File: src/rtl/ledgame_sequencer.sv
// Round controller for the four-LED toggle game: scrambles the board with
// LFSR-driven legal moves, forwards player presses as toggle masks, and blinks on a win.
module ledgame_sequencer #(
    parameter int         SCRAMBLE_STEPS = 7,
    parameter logic [7:0] LFSR_SEED      = 8'hA5,
    parameter int         BLINK_DIV      = 25_000_000,
    parameter int         MOVE_W         = 8
) (
    input  logic              clk,
    input  logic              rst_n,
    input  logic              start,
    input  logic [3:0]        pressed,
    input  logic [3:0]        led_state,
    output logic [3:0]        toggle,
    output logic [3:0]        display,
    output logic [MOVE_W-1:0] moves,
    output logic              won,
    output logic              busy
);

    localparam int STEP_W  = $clog2(SCRAMBLE_STEPS + 2);
    localparam int BLINK_W = (BLINK_DIV > 1) ? $clog2(BLINK_DIV) : 1;

    localparam logic [STEP_W-1:0]  STEP_LAST   = STEP_W'(SCRAMBLE_STEPS);
    localparam logic [STEP_W-1:0]  STEP_SETTLE = STEP_W'(SCRAMBLE_STEPS + 1);
    localparam logic [BLINK_W-1:0] BLINK_LAST  = BLINK_W'(BLINK_DIV - 1);

    typedef enum logic [1:0] {
        IDLE,
        SCRAMBLE,
        PLAY,
        WIN
    } state_t;

    state_t             state_reg;
    logic [7:0]         lfsr_reg;
    logic [STEP_W-1:0]  step_reg;
    logic [BLINK_W-1:0] blink_cnt_reg;
    logic               phase_reg;

    logic [7:0] lfsr_next;
    logic [3:0] button_mask [4];
    logic [3:0] rand_mask;
    logic [3:0] press_mask;

    // Button i flips its own LED and the one below it (wrapping).
    genvar gi;
    generate
        for (gi = 0; gi < 4; gi++) begin : g_mask
            assign button_mask[gi] = 4'((1 << gi) | (1 << ((gi + 3) % 4)));
        end
    endgenerate

    assign lfsr_next = {lfsr_reg[6:0], lfsr_reg[7] ^ lfsr_reg[5] ^ lfsr_reg[4] ^ lfsr_reg[3]};
    assign rand_mask = button_mask[lfsr_reg[1:0]];

    // Lowest-index press wins; higher simultaneous presses are dropped.
    always_comb begin
        press_mask = 4'h0;
        for (int i = 3; i >= 0; i--) begin
            if (pressed[i]) begin
                press_mask = button_mask[i];
            end
        end
    end

    always_ff @(posedge clk or negedge rst_n) begin
        if (!rst_n) begin
            state_reg     <= IDLE;
            lfsr_reg      <= LFSR_SEED;
            step_reg      <= '0;
            blink_cnt_reg <= '0;
            phase_reg     <= 1'b0;
            toggle        <= 4'h0;
            display       <= 4'h0;
            moves         <= '0;
            won           <= 1'b0;
            busy          <= 1'b0;
        end else begin
            lfsr_reg <= lfsr_next;
            toggle   <= 4'h0;

            if (start) begin
                state_reg     <= SCRAMBLE;
                step_reg      <= '0;
                moves         <= '0;
                won           <= 1'b0;
                busy          <= 1'b1;
                blink_cnt_reg <= '0;
                phase_reg     <= 1'b0;
                display       <= led_state;
            end else begin
                case (state_reg)
                    IDLE: begin
                        display <= led_state;
                    end

                    SCRAMBLE: begin
                        display <= led_state;
                        if (step_reg < STEP_LAST) begin
                            toggle   <= rand_mask;
                            step_reg <= step_reg + 1'b1;
                        end else if (step_reg == STEP_LAST) begin
                            // Idle cycle so the last flip lands before the solved check.
                            step_reg <= STEP_SETTLE;
                        end else if (led_state == 4'hF) begin
                            toggle   <= rand_mask;
                            step_reg <= STEP_LAST;
                        end else begin
                            state_reg <= PLAY;
                            busy      <= 1'b0;
                        end
                    end

                    PLAY: begin
                        display <= led_state;
                        // Only trust led_state once no flip is in flight.
                        if (toggle == 4'h0 && led_state == 4'hF) begin
                            state_reg     <= WIN;
                            won           <= 1'b1;
                            display       <= 4'hF;
                            blink_cnt_reg <= '0;
                            phase_reg     <= 1'b0;
                        end else if (|pressed) begin
                            toggle <= press_mask;
                            if (moves != {MOVE_W{1'b1}}) begin
                                moves <= moves + 1'b1;
                            end
                        end
                    end

                    WIN: begin
                        if (blink_cnt_reg == BLINK_LAST) begin
                            blink_cnt_reg <= '0;
                            phase_reg     <= ~phase_reg;
                            display       <= phase_reg ? 4'hF : 4'h0;
                        end else begin
                            blink_cnt_reg <= blink_cnt_reg + 1'b1;
                        end
                    end

                    default: state_reg <= IDLE;
                endcase
            end
        end
    end

endmodule
File: config.mk
export PLATFORM = sky130hd
export DESIGN_NAME = ledgame_sequencer
export DESIGN_NICKNAME = d
export VERILOG_FILES = /design/src/rtl/ledgame_sequencer.sv
export SDC_FILE = /design/constraint.sdc
export NUM_CORES = 1
export LEC_CHECK = 0
export CORE_MARGIN = 4
export CORE_UTILIZATION = 49
export DETAILED_ROUTE_END_ITERATION = 7
export MAX_ROUTING_LAYER = met4
export PLACE_DENSITY = 0.72
export RECOVER_POWER = 100
export REMOVE_ABC_BUFFERS = 1
export SKIP_CTS_REPAIR_TIMING = 1
export SKIP_LAST_GASP = 1
export SLEW_MARGIN = 10
export SYNTH_ARGS = -nofsm -noshare
export SYNTH_HDL_FRONTEND = slang
export SYNTH_SLANG_ARGS = --single-unit
File: constraint.sdc
create_clock -name clk -period 3.6 [get_ports clk]
set_input_delay 0.9 -clock clk [delete_from_list [all_inputs] [get_ports clk]]
set_output_delay 0.9 -clock clk [all_outputs]
set_load 0.01 [all_outputs]
==> impl_metrics.env, run 1 <==
export IMPL_die_x_um=87.6
export IMPL_synth_top_cell_area_share_pct=43.5
export IMPL_synth_largest_area_cell="dfrtp_1"
export IMPL_slew_violations=44
export IMPL_combPwrFrac_pct=7.9
export IMPL_cts_tree="yes"
export IMPL_netlist_top_cells_count="54 x dfrtp_1, 35 x nor2_1, 27 x nand2_1"
export IMPL_max_freq_mhz=370
export IMPL_fp_dieArea_mm2=0.00768
export IMPL_avgSynthCellArea_um2=9.33
export IMPL_ys_ff_latch=58
export IMPL_status="complete, but fails checks"
export IMPL_hold_depth=0
export IMPL_clk_pin_slew_ns=0.06
export IMPL_place_area_mm2=0.00347
export IMPL_area_growth_pct=16.9
export IMPL_grt_pass1_wl_mm=12.0
export IMPL_synthTopCellsByArea="dfrtp_1 43%, nor2_1 4.2%, nand3_1 3.7%, dfstp_2 3.4%, nand2_1 3.3%"
export IMPL_cp_cell_sequence="dlygate4sd3_1 -> and4_1 -> a311oi_4 -> buf_4 -> and2_0 -> a31oi_1 -> o31ai_1"
export IMPL_ys_seq_area_share_pct=46.9
export IMPL_power_frac_seq_pct=50.5
export IMPL_cellInternalPower_mw=1.01
export IMPL_num_vias=2618
export IMPL_reg2reg_from="blink_cnt_reg[0]"
export IMPL_ir_drop_mv=0.217
export IMPL_clock_skew_ns=0.0109
export IMPL_synth_edf_count=0
export IMPL_crit_family="buffers and inverters"
export IMPL_hold_end="lfsr_reg[7]"
export IMPL_clock_sinks=58
export IMPL_rows=28
export IMPL_synth_warnings=0
export IMPL_rsz0062_at_grt="false"
export IMPL_cap_violations=1
export IMPL_min_delay_path_class="flip-flop to flip-flop"
export IMPL_drt_iter0_drc=204
export IMPL_root_buffer="clkbuf_8"
export IMPL_endpoint_kind="flip-flop"
export IMPL_final_area_mm2=0.00363
export IMPL_setup_viol=0
export IMPL_powerDensity_mw_per_mm2=367
export IMPL_path_class="input port to flip-flop"
export IMPL_htreeDepth=3
export IMPL_viasPerCell=5.88
export IMPL_finalNetCount=382
export IMPL_io_pins=29
export IMPL_synthesis_area_mm2=0.00311
export IMPL_drt_total_wl_mm=6.77
export IMPL_cts_path_max_buffers=2
export IMPL_relSlewSlack_pct=-48.5
export IMPL_cts_made_buffers=9
export IMPL_wl_per_cell_um=15.2
export IMPL_slowest_stage="dlygate4sd3_1"
export IMPL_min_period_ns=2.70
export IMPL_antenna_found_initial=0
export IMPL_swShare_pct=24.1
export IMPL_reg2reg_depth=6
export IMPL_dr_pass1_iters=5
export IMPL_ant_nets=0
export IMPL_gp_congestion=0.856
export IMPL_start_util_pct=51.6
export IMPL_core_area_mm2=0.00603
export IMPL_synth_most_common_cell="dfrtp_1"
export IMPL_p_leak_nw=1.51
export IMPL_rrSetupSlack_ns=1.22
export IMPL_die_h_um=87.6
export IMPL_crit_required_ns=3.84
export IMPL_antennaDiodeCount=0
export IMPL_switching_power_mw=0.321
export IMPL_hold_viol_final=0
export IMPL_overflow=0
export IMPL_synthCells=333
export IMPL_clkLatencyLatePin_ns=0.34
export IMPL_drive_gt1_share_pct=6.49
export IMPL_largest_register_ffs=25
export IMPL_cp_max_fo=21
export IMPL_async_flop_share_pct=100
export IMPL_min_from="lfsr_reg[6]"
export IMPL_violations="max-capacitance violations, max-slew violations"
export IMPL_cp_depth=7
export IMPL_finalCritPeriodShare_pct=75.1
export IMPL_pwr_share_clk_pct=41.5
export IMPL_grt_pass1_vias=2497
export IMPL_synth_cell_types=57
export IMPL_grt_max_degree=44
export IMPL_grt_usage_pct=20.5
export IMPL_place_hpwl_mm=4.78
export IMPL_cp_arrival_ns=2.94
export IMPL_final_core_util_pct=60.3
export IMPL_r2r_end="display[2]"
export IMPL_drc=0
export IMPL_ys_flop_type="dfrtp_1"
export IMPL_worstSetupStartpointType="input port"
export IMPL_worst_pin_slew_ns=2.23
export IMPL_max_stage_delay_ns=0.57
export IMPL_worst_path_buf_inv=2
export IMPL_numPortBuffers=28
-- routing by layer --
| layer | global-route usage (%) | routed length (um) | up-vias |
|---|---|---|---|
| met5 | - | 0 | - |
| li1 | - | - | 1299 |
| met3 | 4.23 | 286 | 9 |
| met2 | 28.2 | 3040 | 62 |
| met4 | 8.09 | 99 | 0 |
| met1 | 29.4 | 3350 | 1248 |
-- worst register-to-register path, cell delays in order, from the launching register on --
cell and delay, ns:
dfrtp_1 0.42, ha_1 0.25, nand2_1 0.11, or3_1 0.39, nor3_1 0.72, a21o_1 0.28
o2bb2ai_1 0.13
-- through the flow --
| stage | cells | setup slack, ns | setup TNS (ns) | hold WS (ns) | power (mW) |
|---|---|---|---|---|---|
| after global placement | 429 | 0.687 | 0 | 0.339 | 0.797 |
| after floorplan | 321 | -0.139 | -0.858 | 0.333 | 0.740 |
| after detailed placement | 429 | 0.644 | 0 | 0.344 | 0.799 |
| final | 445 | 0.896 | 0 | 0.360 | 1.34 |
| after CTS | 445 | 0.992 | 0 | 0.367 | 1.35 |
| after global routing | 445 | 0.510 | 0 | 0.375 | 1.40 |
-- logic make-up after synthesis --
group,after synthesis,share of synthesized area (%)
AOI/OAI and AO/OA,77,17.1
xor gates and xnor gates,11,3.10
adders and majority gates,6,2.42
buffers and inverters,25,3.54
DFF,58,46.9
muxes,4,1.29
and+or+nand+nor,152,25.7
-- power groups by stage --
stage	Combinational (mW)	Clock [mW]	Sequential [mW]
4_1_cts	0.112	0.562	0.675
6_report	0.106	0.554	0.675
3_5_place_dp	0.112	0	0.687
5_1_grt	0.121	0.602	0.676
3_3_place_gp	0.110	0	0.686
2_1_floorplan	0.0523	0	0.688
-- final cells by class --
class                   instances  area (um^2)
clock inverters                 2         10.0
repair buffers                 33          305
multi-input cells             250         1550
fillers                       540         2390
inverters                      13         48.8
clock buffers                  14          173
well taps                      75         93.8
flip-flops and latches         58         1460
-- cell usage in the layout, fill, tap and decap left out, types with 5 or more instances in the layout --
cell,n
a21oi_1,16
dlygate4sd3_1,20
nand4_1,10
nor3_1,16
clkdlybuf4s50_1,7
o2bb2ai_1,7
and3_1,6
o21ai_0,15
dfrtp_1,54
a21o_1,5
or4_1,7
o41ai_1,5
inv_1,13
ha_1,6
clkbuf_8,12
nor2_1,36
xnor2_1,10
nand3_1,23
nand2_1,27
-- worst max-delay path by stage --
stage,from,end,slack [ns]
2_1_floorplan,led_state[2],blink_cnt_reg[15],-0.14
3_3_place_gp,led_state[2],blink_cnt_reg[21],0.69
3_5_place_dp,led_state[2],blink_cnt_reg[21],0.64
4_1_cts,led_state[2],blink_cnt_reg[19],0.99
5_1_grt,rst_n,blink_cnt_reg[2],0.51
6_report,led_state[2],blink_cnt_reg[23],0.90
Power figures use the tool's default switching activity.
==> run 2: changes to the inputs <==
clock period = 2.7 ns   (was 3.6 ns; I/O delays follow)
==> impl_metrics.env, run 2 (synthesis results as in run 1) <==
export IMPL_min_period_ns=2.40
export IMPL_crit_required_ns=2.88
export IMPL_grt_pass1_vias=2535
export IMPL_core_area_mm2=0.00603
export IMPL_layout_common_cells="54 x dfrtp_1, 36 x nor2_1, 27 x nand2_1, 23 x nand3_1, 20 x dlygate4sd3_1"
export IMPL_ant_nets=0
export IMPL_grt_pass1_wl_mm=12.2
export IMPL_rows=28
export IMPL_min_delay_path_class="flip-flop to flip-flop"
export IMPL_clock_skew_ns=0.00878
export IMPL_drt_iter0_drc=214
export IMPL_place_hpwl_mm=4.90
export IMPL_clk_pin_slew_ns=0.06
export IMPL_cts_made_buffers=9
export IMPL_fp_dieArea_mm2=0.00768
export IMPL_drive_gt1_share_pct=7.96
export IMPL_gp_congestion=0.859
export IMPL_setup_viol=0
export IMPL_powerDensity_mw_per_mm2=478
export IMPL_ir_drop_mv=0.433
export IMPL_slew_violations=0
export IMPL_grt_max_degree=59
export IMPL_overflow=0
export IMPL_cp_arrival_ns=2.58
export IMPL_layout_commonest_cell="dfrtp_1"
export IMPL_dp_slack_ns=0.0820
export IMPL_cap_violations=0
export IMPL_die_x_um=87.6
export IMPL_antennaDiodeCount=0
export IMPL_grt_usage_pct=20.8
export IMPL_status="completed"
export IMPL_finalCritPeriodShare_pct=89.1
export IMPL_hold_slack_ns=0.352
export IMPL_p_leak_nw=1.54
export IMPL_path_class="input port to flip-flop"
export IMPL_start_util_pct=51.6
export IMPL_io_pins=29
export IMPL_drc=0
export IMPL_relSlewSlack_pct=4.47
export IMPL_dr_pass1_iters=4
export IMPL_die_h_um=87.6
export IMPL_max_freq_mhz=416
export IMPL_hold_viol_final=0
export IMPL_viasPerCell=5.87
export IMPL_num_vias=2653
export IMPL_cts_path_max_buffers=2
export IMPL_fin_tns_setup_ns=0
export IMPL_area_growth_pct=18.6
export IMPL_numPortBuffers=28
export IMPL_root_buffer="clkbuf_8"
export IMPL_finalNetCount=389
export IMPL_clock_sinks=58
export IMPL_rsz0062_at_grt="false"
export IMPL_setup_slack_ns=0.295
export IMPL_antenna_found_initial=0
export IMPL_worst_pin_slew_ns=1.43
export IMPL_clkLatencyLatePin_ns=0.33
export IMPL_final_cell_count_no_fill=452
export IMPL_htreeDepth=3
export IMPL_wl_per_cell_um=15.8
export IMPL_largest_register_ffs=25
export IMPL_placed_cells=436
export IMPL_cts_tree="yes"
export IMPL_cp_max_fo=8
export IMPL_worstSetupStartpointType="input port"
export IMPL_drt_total_wl_mm=7.12
export IMPL_endpoint_kind="flip-flop"
[run 2: layout make-up]
class                      instances  area (um^2)
fill                             538         2340
multi-input combinational        250         1550
sequential                        58         1460
timing repair buffer              40          360
clock buffer                      13          159
tap                               75         93.8
inverter                          13         48.8
clock inverter                     3         15.0
[run 2: layer usage]
metal / share of wire [%] / track usage, % / routed length, um
met5: 0 / - / 0
met1: 49 / 28.4 / 3480
met2: 45 / 30.9 / 3240
met3: 4.7 / 6.11 / 337
met4: 0.95 / 4.18 / 68
[run 2: worst paths after layout]
path                                       start                to  slack (ns)  depth (start not counted)
min in group asynchronous                  rst_n          moves[4]        0.77                          2
worst max-delay path                led_state[0]          moves[7]        0.30                          6
max in group asynchronous                  rst_n  blink_cnt_reg[3]        1.08                          2
worst max register to register  blink_cnt_reg[0]  blink_cnt_reg[5]        0.48                          8
worst min register to register       lfsr_reg[6]       lfsr_reg[7]        0.35                          0
worst min-delay path                 lfsr_reg[6]       lfsr_reg[7]        0.35                          0
[run 2: stage by stage]
stage | area (um^2) | total power [mW] | utilization, %
2_1_floorplan | 3050 | 0.987 | -
3_3_place_gp | 3540 | 1.07 | 58.7
3_5_place_dp | 3540 | 1.07 | 58.7
4_1_cts | 3710 | 1.79 | 61.6
5_1_grt | 3680 | 1.85 | 61.2
6_report | 3680 | 1.76 | 61.2
[run 2: critical path, stage by stage]
cell and delay, ns:
dlygate4sd3_1 0.57, and4_1 0.28, a221o_1 0.45, nor4b_1 0.39
xnor2_1 0.16, nor2_1 0.05
[run 2: report_power, final]
group / switching (mW) / internal [mW]
Combinational: 0.0832 / 0.0660
Clock: 0.332 / 0.379
Sequential: 0.0138 / 0.886
==> run 3: changes to the inputs <==
PLACE_DENSITY = 0.66   (was 0.72)
==> impl_metrics.env, run 3 (synthesis results as in run 1) <==
export IMPL_grt_usage_pct=20.3
export IMPL_crit_family="simple AND/OR/NAND/NOR gates"
export IMPL_die_x_um=87.6
export IMPL_gp_congestion=0.854
export IMPL_worstSetupStartpointType="input port"
export IMPL_wl_per_cell_um=15.6
export IMPL_core_area_mm2=0.00603
export IMPL_grt_pass1_wl_mm=12.0
export IMPL_cap_violations=0
export IMPL_finalCritPeriodShare_pct=87.1
export IMPL_min_period_ns=2.35
export IMPL_p_leak_nw=1.56
export IMPL_max_stage_delay_ns=0.58
export IMPL_layout_commonest_cell="dfrtp_1"
export IMPL_drt_iter0_drc=145
export IMPL_min_delay_path_class="flip-flop to flip-flop"
export IMPL_cts_made_buffers=9
export IMPL_cp_cell_sequence="dlygate4sd3_1 -> and4_1 -> a221o_1 -> nor4b_1 -> xnor2_1 -> nor2_1"
export IMPL_fin_tns_setup_ns=0
export IMPL_fp_dieArea_mm2=0.00768
export IMPL_antenna_found_initial=0
export IMPL_drc=0
export IMPL_ir_drop_mv=0.331
export IMPL_area_growth_pct=19.4
export IMPL_io_pins=29
export IMPL_worst_path_buf_inv=1
export IMPL_dp_slack_ns=0.0838
export IMPL_worst_pin_slew_ns=1.24
export IMPL_largest_register_ffs=25
export IMPL_hold_viol_final=0
export IMPL_die_h_um=87.6
export IMPL_finalNetCount=390
export IMPL_rsz0062_at_grt="false"
export IMPL_antennaDiodeCount=0
export IMPL_clk_pin_slew_ns=0.07
export IMPL_grt_pass1_vias=2581
export IMPL_cp_max_fo=8
export IMPL_start_util_pct=51.6
export IMPL_path_class="input port to flip-flop"
export IMPL_layout_common_cells="54 x dfrtp_1, 35 x nor2_1, 27 x nand2_1, 23 x nand3_1, 19 x dlygate4sd3_1"
export IMPL_powerDensity_mw_per_mm2=505
export IMPL_rows=28
export IMPL_ant_nets=0
export IMPL_cts_tree="yes"
export IMPL_slowest_stage="dlygate4sd3_1"
export IMPL_slew_violations=0
export IMPL_clock_skew_ns=0.0104
export IMPL_place_hpwl_mm=4.80
export IMPL_dr_pass1_iters=4
export IMPL_num_vias=2682
export IMPL_cts_path_max_buffers=2
export IMPL_grt_max_degree=38
export IMPL_hold_slack_ns=0.369
export IMPL_endpoint_kind="flip-flop"
export IMPL_status="completed"
export IMPL_final_core_util_pct=61.6
export IMPL_relSlewSlack_pct=17.2
export IMPL_numPortBuffers=28
export IMPL_root_buffer="clkbuf_8"
export IMPL_final_cell_count_no_fill=453
export IMPL_drt_total_wl_mm=7.06
export IMPL_setup_viol=0
export IMPL_overflow=0
export IMPL_htreeDepth=3
export IMPL_viasPerCell=5.92
export IMPL_max_freq_mhz=425
export IMPL_setup_slack_ns=0.347
export IMPL_drive_gt1_share_pct=8.47
export IMPL_cp_arrival_ns=2.58
export IMPL_clock_sinks=58
export IMPL_crit_required_ns=2.92
export IMPL_clkLatencyLatePin_ns=0.34
export IMPL_placed_cells=437
## run 3: metal layers
layer	GRT usage, %	wire (um)	part of all wire (%)	vias to the layer above
met1	27.3	3430	49	1300
li1	-	-	-	1312
met3	3.10	252	3.6	16
met2	29.9	3270	46	54
met5	-	0	0	-
met4	9.62	101	1.4	0
## run 3: final timing paths
| path | endpoint | slack [ns] | cells after the start | from |
|---|---|---|---|---|
| max | moves[7] | 0.35 | 6 | led_state[3] |
| min | lfsr_reg[7] | 0.37 | 0 | lfsr_reg[6] |
| max reg2reg | blink_cnt_reg[14] | 0.50 | 7 | blink_cnt_reg[0] |
| min reg2reg | lfsr_reg[7] | 0.37 | 0 | lfsr_reg[6] |
| max in group asynchronous | lfsr_reg[1] | 0.61 | 2 | rst_n |
| min in group asynchronous | blink_cnt_reg[21] | 0.57 | 1 | rst_n |
## run 3: cell type report
cell class / instances / area, um^2
Multi-Input combinational cell: 250 / 1540
Inverter: 13 / 48.8
Clock inverter: 2 / 35.0
Timing Repair Buffer: 41 / 378
Clock buffer: 14 / 163
Tap cell: 75 / 93.8
Sequential cell: 58 / 1460
Fill cell: 542 / 2310
## run 3: worst register-to-register path, cell delays in order, from the launching register on
cell	delay, ns
dfrtp_1	0.41
ha_1	0.24
nand2_1	0.12
or3_1	0.41
o31a_1	0.34
buf_4	0.20
a21o_1	0.17
a22o_1	0.22
## run 3: power by group
group	switching, mW	total [mW]	internal, mW
combinational	0.0838	0.149	0.0654
clock	0.347	0.824	0.477
sequential	0.0137	0.899	0.886
## run 3: metrics by stage
stage                     cell area, um^2  total power, mW
after floorplan                      3050            0.987
after global placement               3560             1.07
after detailed placement             3560             1.08
after CTS                            3750             1.90
after global routing                 3710             1.93
final                                3710             1.87
